==> src/rtl/hazard_ctrl.sv <==
// Pipeline hazard control: hold/flush of IF/ID, ID/EX, EX/MEM, MEM/WB, PC enable,
// MDU sequencing and a saturating stall-cycle counter. Optional macro: HAZARD_FORWARD_EN.
module hz_hit (
  input  logic [4:0] rd_i,
  input  logic [4:0] rs1_i,
  input  logic [4:0] rs2_i,
  input  logic       use_rs1_i,
  input  logic       use_rs2_i,
  output logic       hit_o
);
  assign hit_o = (rd_i != 5'd0) &
                 ((use_rs1_i & (rs1_i == rd_i)) | (use_rs2_i & (rs2_i == rd_i)));
endmodule

module hazard_ctrl #(
  parameter int MDU_LAT = 4,
  parameter int CNT_W   = 16
) (
  input  logic             clk,
  input  logic             rst_n,
  input  logic [4:0]       id_rs1,
  input  logic [4:0]       id_rs2,
  input  logic             id_use_rs1,
  input  logic             id_use_rs2,
  input  logic [4:0]       ex_rd,
  input  logic             ex_reg_write,
  input  logic             ex_mem_read,
  input  logic [4:0]       mem_rd,
  input  logic             mem_reg_write,
  input  logic             ex_branch_taken,
  input  logic             ex_mdu_start,
  input  logic             dmem_req,
  input  logic             dmem_ready,
  output logic             pc_write,
  output logic             if_id_hold,
  output logic             if_id_flush,
  output logic             id_ex_hold,
  output logic             id_ex_flush,
  output logic             ex_mem_hold,
  output logic             ex_mem_flush,
  output logic             mem_wb_flush,
  output logic             mdu_done,
  output logic [CNT_W-1:0] stall_cnt
);
  localparam int MW = (MDU_LAT > 1) ? $clog2(MDU_LAT) : 1;
  localparam logic [MW-1:0] LAT_M1 = MW'(MDU_LAT - 1);

  typedef enum logic {RUN, MDU} state_e;

  state_e           state_q, state_d;
  logic [MW-1:0]    mdu_cnt_q, mdu_cnt_d;
  logic [CNT_W-1:0] stall_cnt_q;

  logic ex_hit, mem_hit;
  logic mem_stall, mdu_stall, data_hz;
  logic pw_c, ifh_c, iff_c, idh_c, idf_c, exh_c, exf_c, wbf_c, done_c;

  hz_hit u_ex_hit (
    .rd_i(ex_rd), .rs1_i(id_rs1), .rs2_i(id_rs2),
    .use_rs1_i(id_use_rs1), .use_rs2_i(id_use_rs2), .hit_o(ex_hit)
  );
  hz_hit u_mem_hit (
    .rd_i(mem_rd), .rs1_i(id_rs1), .rs2_i(id_rs2),
    .use_rs1_i(id_use_rs1), .use_rs2_i(id_use_rs2), .hit_o(mem_hit)
  );

  assign mem_stall = dmem_req & ~dmem_ready;
  assign mdu_stall = ((state_q == RUN) & ex_mdu_start) |
                     ((state_q == MDU) & (mdu_cnt_q != '0));

`ifdef HAZARD_FORWARD_EN
  // Forwarding covers ALU results; only a load in EX still has to wait.
  assign data_hz = ex_mem_read & ex_hit;
  logic unused_nofwd;
  assign unused_nofwd = ex_reg_write ^ mem_reg_write ^ mem_hit;
`else
  assign data_hz = (ex_reg_write & ex_hit) | (mem_reg_write & mem_hit);
  logic unused_fwd;
  assign unused_fwd = ex_mem_read;
`endif

  always_comb begin
    pw_c   = 1'b1;
    ifh_c  = 1'b0;
    iff_c  = 1'b0;
    idh_c  = 1'b0;
    idf_c  = 1'b0;
    exh_c  = 1'b0;
    exf_c  = 1'b0;
    wbf_c  = 1'b0;
    done_c = (state_q == MDU) & (mdu_cnt_q == '0) & ~mem_stall;
    if (mem_stall) begin
      pw_c  = 1'b0;
      ifh_c = 1'b1;
      idh_c = 1'b1;
      exh_c = 1'b1;
      wbf_c = 1'b1;
    end else if (mdu_stall) begin
      pw_c  = 1'b0;
      ifh_c = 1'b1;
      idh_c = 1'b1;
      exf_c = 1'b1;
    end else if (ex_branch_taken) begin
      // Squashing the younger instruction also resolves any dependency it had.
      iff_c = 1'b1;
      idf_c = 1'b1;
    end else if (data_hz) begin
      pw_c  = 1'b0;
      ifh_c = 1'b1;
      idf_c = 1'b1;
    end
  end

  // Everything is forced low while reset is asserted, including pc_write.
  assign pc_write     = rst_n & pw_c;
  assign if_id_hold   = rst_n & ifh_c;
  assign if_id_flush  = rst_n & iff_c;
  assign id_ex_hold   = rst_n & idh_c;
  assign id_ex_flush  = rst_n & idf_c;
  assign ex_mem_hold  = rst_n & exh_c;
  assign ex_mem_flush = rst_n & exf_c;
  assign mem_wb_flush = rst_n & wbf_c;
  assign mdu_done     = rst_n & done_c;
  assign stall_cnt    = stall_cnt_q;

  always_comb begin
    state_d   = state_q;
    mdu_cnt_d = mdu_cnt_q;
    if (!mem_stall) begin
      case (state_q)
        RUN: if (ex_mdu_start) begin
          state_d   = MDU;
          mdu_cnt_d = LAT_M1;
        end
        MDU: if (mdu_cnt_q != '0) mdu_cnt_d = mdu_cnt_q - 1'b1;
             else                 state_d   = RUN;
        default: state_d = RUN;
      endcase
    end
  end

  always_ff @(posedge clk or negedge rst_n) begin
    if (!rst_n) begin
      state_q   <= RUN;
      mdu_cnt_q <= '0;
    end else begin
      state_q   <= state_d;
      mdu_cnt_q <= mdu_cnt_d;
    end
  end

  always_ff @(posedge clk or negedge rst_n) begin
    if (!rst_n)
      stall_cnt_q <= '0;
    else if (!pc_write && stall_cnt_q != {CNT_W{1'b1}})
      stall_cnt_q <= stall_cnt_q + 1'b1;
  end
endmodule

==> config.mk <==
export PLATFORM = sky130hd
export DESIGN_NAME = hazard_ctrl
export DESIGN_NICKNAME = d
export VERILOG_FILES = /design/src/rtl/hazard_ctrl.sv
export SDC_FILE = /design/constraint.sdc
export NUM_CORES = 1
export LEC_CHECK = 0
export CAP_MARGIN = 30
export CORE_MARGIN = 10
export CORE_UTILIZATION = 38
export DETAILED_ROUTE_END_ITERATION = 16
export GPL_ROUTABILITY_DRIVEN = 0
export GPL_TIMING_DRIVEN = 0
export PLACE_DENSITY_LB_ADDON = 0.12
export RECOVER_POWER = 25
export SYNTH_ARGS = -nofsm -noshare
export SYNTH_HDL_FRONTEND = slang
export SYNTH_SLANG_ARGS = --single-unit
==> constraint.sdc <==
create_clock -name clk -period 3.29 [get_ports clk]
set_input_delay 0.987 -clock clk [delete_from_list [all_inputs] [get_ports clk]]
set_output_delay 0.987 -clock clk [all_outputs]
set_load 0.05 [all_outputs]
==> Word-level counts from Yosys, hierarchy flattened <==
Cells that the tools add are included.
{ "word_totals": {"inputBits": 31, "latchBits": 0, "mem_count": 0, "romBits": 0, "reg_bits": 19, "ramBits": 0, "output_inout_bits": 25, "wordCells": 71} }
{ "classes": {"shift": 0, "n_mux": 24, "multipliers": 0, "n_eq_ne": 7, "bitwise": 28, "addsub": 2, "n_reduce_logical": 7, "div_mod_pow": 0, "n_lt_le_gt_ge": 0} }
{ "ops": {"columns": ["cell", "n"], "rows": [
  ["AND 1 bit", 21],
  ["equality test 5 bit", 4],
  ["2-to-1 mux 1 bit", 20],
  ["adder 16 x 1 -> 16 bit, second input constant", 1],
  ["inequality test 16 bit, second input constant", 1],
  ["nonzero test 5 bit", 2],
  ["2-to-1 mux 2 bit", 2],
  ["bitwise OR 1 bit", 4],
  ["one-hot mux 2 bit (2 select lines)", 1],
  ["inverter 1 bit", 3],
  ["AND reduction 3 bit", 1],
  ["logical NOT 2 bit", 1],
  ["inequality test 2 x 1 -> 1 bit, second input constant", 1],
  ["inequality test 2 bit, second input constant", 1],
  ["one-hot mux 1 bit (2 select lines)", 1],
  ["nonzero test 2 bit", 1],
  ["subtractor 2 x 1 -> 2 bit, second input constant", 1],
  ["logical AND 1 bit", 1],
  ["logical NOT 1 bit", 1]
]} }

==> Logic depth before layout (Yosys ltp) <==
{ "depth": {"depth_word": 13, "ltp_mapped": 9, "ltp_nobuf": 7} }

==> Modules after synthesis <==
A second synthesis with hierarchy kept.
{ "hier_totals": {"hier_cells": 146, "area_unflattened_um2": 1480.2} }
{ "modules_own_cells": {"columns": ["mod", "cells_each", "seq_area_each_um2", "area_each_um2", "n_inst"], "rows": [
  ["hazard_ctrl", 112, 475.5, 1214.9, 1],
  ["hz_hit", 17, 0.0, 132.6, 2]
]} }

==> Least setup slack after synthesis <==
No wires, ideal clock.
{ "synth_timing": {"path_type": "in2out", "startpoint": "input port ex_rd[4]", "endpoint": "output port if_id_hold", "required_ns": 2.303, "cell_stages": 6, "n_path_buf": 1, "path_slack_ns": -0.476, "arrival_time_ns": 2.779, "cell_sequence": "xor2_1 nor4_1 a32oi_1 a2bb2oi_4 buf_6 a31oi_1"} }
{ "synth_via": {"elab_chain_cells": 11, "elab_cells_between_ends": 14, "classes_between": "eq/ne: 2; mux: 4; bitwise: 7; reduce/logical: 1"} }
{ "synth_rtl": {"columns": ["item", "line", "text"], "rows": [
  ["start, declared", "25", "input logic [4:0] ex_rd,"],
  ["equality test 5 bit", "12", "((use_rs1_i & (rs1_i == rd_i)) | (use_rs2_i & (rs2_i == rd_i)));"],
  ["AND 1 bit", "12", null],
  ["bitwise OR 1 bit", "12", null],
  ["AND 1 bit *", "11", "assign hit_o = (rd_i != 5'd0) &"],
  ["AND 1 bit *", "77", "assign data_hz = (ex_reg_write & ex_hit) | (mem_reg_write & mem_hit);"],
  ["bitwise OR 1 bit *", "77", null],
  ["2-to-1 mux 1 bit *", "107", "end else if (data_hz) begin"],
  ["2-to-1 mux 1 bit *", "103", "end else if (ex_branch_taken) begin"],
  ["2-to-1 mux 1 bit *", "98", "end else if (mdu_stall) begin"],
  ["2-to-1 mux 1 bit *", "92", "if (mem_stall) begin"],
  ["AND 1 bit *", "116", "assign if_id_hold = rst_n & ifh_c;"],
  ["end, declared", "35", "output logic if_id_hold,"]
]} }
Mark *: on every way between the ends. The rest lies on a longest branch, timed or not.

==> Worst setup path in the final report <==
{ "layout_timing": {"startpoint": "input port ex_rd[3]", "endpoint": "output port pc_write"} }
{ "layout_via": {"elab_chain_cells": 11, "elab_cells_between_ends": 14, "classes_between": "eq/ne: 2; mux: 4; bitwise: 7; reduce/logical: 1"} }
{ "layout_rtl": {"columns": ["item", "line", "text"], "rows": [
  ["equality test 5 bit", "12", null],
  ["AND 1 bit", "12", null],
  ["bitwise OR 1 bit", "12", null],
  ["AND 1 bit *", "11", null],
  ["AND 1 bit *", "77", null],
  ["bitwise OR 1 bit *", "77", null],
  ["2-to-1 mux 1 bit *", "107", null],
  ["2-to-1 mux 1 bit *", "103", null],
  ["2-to-1 mux 1 bit *", "98", null],
  ["2-to-1 mux 1 bit *", "92", null],
  ["AND 1 bit *", "115", "assign pc_write = rst_n & pw_c;"],
  ["end, declared", "34", "output logic pc_write,"]
]} }
Marked as above.

==> reports/qor.yml <==
grt_overflow_total: 0
synthArstFlopShare_pct: 100
violations: "setup timing"
nFillCells: 302
drcViolationCount: 0
yosysTopAreaCellShare_pct: 35.4
path_cells: "buf_8 -> or4_4 -> o21ai_2 -> or2_4 -> a2bb2oi_4 -> buf_6 -> and2_4 -> buf_8"
area_growth_pct: 59.1
synth-seq-cells: 19
slew_violations: 0
ys.warnings.count: 0
path_clk_slew_ps: 120
slowest_stage: "or4_4"
synth_ff_type: "dfrtp_1"
setup_viol: 3
slowest_delay_ps: 530
power_leakage_nw: 0.891
port_buffers: 54
clock.fmax_mhz: 289
critical_path.most_common_cell: "buf_8"
synth-seq-area-share_pct: 35.4
crit_type: "primary input to output pin"
die_y_um: 79.4
grt_first_pass_wirelength_um: 6980
powerDensity_nw_per_um2: 720
cts_sinks: 19
setup_slack_ps: -172
ir_drop_mv: 0.427
syn_avg_cell_area_um2: 9.66
drt_wl_total_um: 4150
final_hold_viol_count: 0
setup_total_negative_slack_ps: -371
status: "finished, violations left"
clockBufferDepth: 2
period_minus_slack_ps: 3460
grt_start_max_net_pins: 22
final_cell_mix: "clkdlybuf4s50_1 (22), xor2_1 (21), dfrtp_1 (19)"
dr.pass1.iters: 4
cp-start-kind: "primary input"
grt_pass1_vias: 1408
synth_edf_count: 0
synth.largest_area_cell: "dfrtp_1"
drive_gt1_share_pct: 34.0
r2r_setup_slack_ps: 1060
drtAntennaViolNets: 0
min_path_type: "flop to flop"
crit_path_end_kind: "output pin"
synth.area.top_cells: "dfrtp_1 (35%), xor2_1 (15%), xnor2_1 (7.8%)"
diodes: 0
worst_slew_pin_slew_ps: 528
netlist_instances: 139
dp_hpwl_um: 3110
die_area_um2: 6310
vias_per_cell: 5.18
grt_antenna_before_repair: 0
worst-endpoint-required_ps: 2300
drtIter0Drc: 69
finalHoldWorstSlack_ps: 509
yosysUniqueCellTypes: 38
via_count: 1321
layout_commonest_cell: "clkdlybuf4s50_1"
arrival_ps: 2480
cts_made_buffers: 3
netlist_area_um2: 1340
core_area_um2: 3360
tritoncts: "done"
syn_nets: 172
grt_usage_pct: 13.4
finalCritPeriodShare_pct: 105
start_util_pct: 39.9
insertion_delay_ps: 300
rsz0062_at_grt: "yes"
maxSlewHeadroom_pct: 64.7
finClkSkew_ps: 11.3
clockRootBuffer: "clkbuf_4"
crit_fanout: 3
wl_per_cell_um: 16.3
nets: 243
die_w_um: 79.4
rows: 21
io-pin-count: 56
max_cap_viol_count: 0
htreeDepth: 1
[synth_stat cells (3+ instances only)]
cell type and instances:
xor2_1 23, dfrtp_1 19, xnor2_1 12, a211oi_1 11
nand2_1 9, nand4_1 7, nor2_1 6, inv_1 4
nand3_1 4, and2_1 3, and3_1 3, nor3_1 3
[worst paths after layout]
| path | start | end | cells after the start |
|---|---|---|---|
| worst max-delay path | ex_rd[3] | pc_write | 8 |
| worst min-delay path | stall_cnt[10]$_DFFE_PN0P_ | stall_cnt[10]$_DFFE_PN0P_ | 1 |
| worst max register to register | stall_cnt[1]$_DFFE_PN0P_ | stall_cnt[6]$_DFFE_PN0P_ | 7 |
| worst min register to register | stall_cnt[10]$_DFFE_PN0P_ | stall_cnt[10]$_DFFE_PN0P_ | 1 |
| max in group asynchronous | rst_n | stall_cnt[6]$_DFFE_PN0P_ | 1 |
| min in group asynchronous | rst_n | stall_cnt[4]$_DFFE_PN0P_ | 1 |
[metal layers]
metal	vias to the layer above	part of all wire, %	GRT usage (%)
li1	643	-	-
met1	623	43	17.0
met2	50	49	22.1
met3	5	7.0	3.38
met4	0	0.82	2.69
met5	-	0	0
[where the power goes]
| group | internal, W | switching (W) | total [W] |
|---|---|---|---|
| registers | 0.000340 | 0.000141 | 0.000481 |
| logic | 0.000354 | 0.000584 | 0.000937 |
| clock network | 0.0000454 | 0.0000749 | 0.000120 |
| total | 0.000739 | 0.000800 | 0.00154 |
[through the flow]
stage / cells / worst slack (ps) / cell area [µm²] / power [W] / util (%)
6_report: 255 / -172 / 2140 / 0.00154 / 63.5
5_1_grt: 255 / -211 / 2140 / 0.00163 / 63.5
4_1_cts: 252 / -193 / 2110 / 0.00154 / 62.6
3_5_place_dp: 239 / -1710 / 1970 / 0.00139 / 58.6
3_3_place_gp: 239 / -1720 / 1970 / 0.00137 / 58.6
2_1_floorplan: 139 / -112 / 1370 / 0.00106 / -
[critical path: cells and delay by family]
family / cells / cell delay, ps
buf+inv: 3 / 380
simple gates: 3 / 810
compound gates: 2 / 300
[cells by family (layout without fill, tap and decap cells)]
group,after synthesis,after routing,share of synthesized area [%]
buffers and inverters,9,79,3.45
multiplexers,1,1,1.12
adder cells (fa/ha/maj),2,2,1.86
AO/OA/AOI/OAI,28,28,17.4
flip-flops,19,19,35.4
XOR/XNOR,35,35,22.8
AND/OR/NAND/NOR,45,45,17.9
[sequential cells by signal (all words and copies together) (netlist names)]
| register | flops |
|---|---|
| mdu_cnt_q | 2 |
| stall_cnt | 16 |
| state_q | 1 |
[final cells by class]
type / count / area, µm² / area share, %
plain buffers: 4 / 33.8 / 1.58
clock buffers: 3 / 22.5 / 1.05
clock inverters: 1 / 5.00 / 0.234
inverters: 4 / 15.0 / 0.703
multi-input cells: 111 / 937 / 43.9
flip-flops and latches: 19 / 475 / 22.3
well taps: 46 / 57.6 / 2.69
repair buffers: 67 / 589 / 27.6
[what timing repair did]
item / in CTS / in global routing
hold buffers: 0 / 0
endpoints found under the setup margin: 9 / 9
resized for setup: 140 / 15
buffers inserted: 10 / 3
pin swaps: 15 / 11
Power figures use the tool's default switching activity.
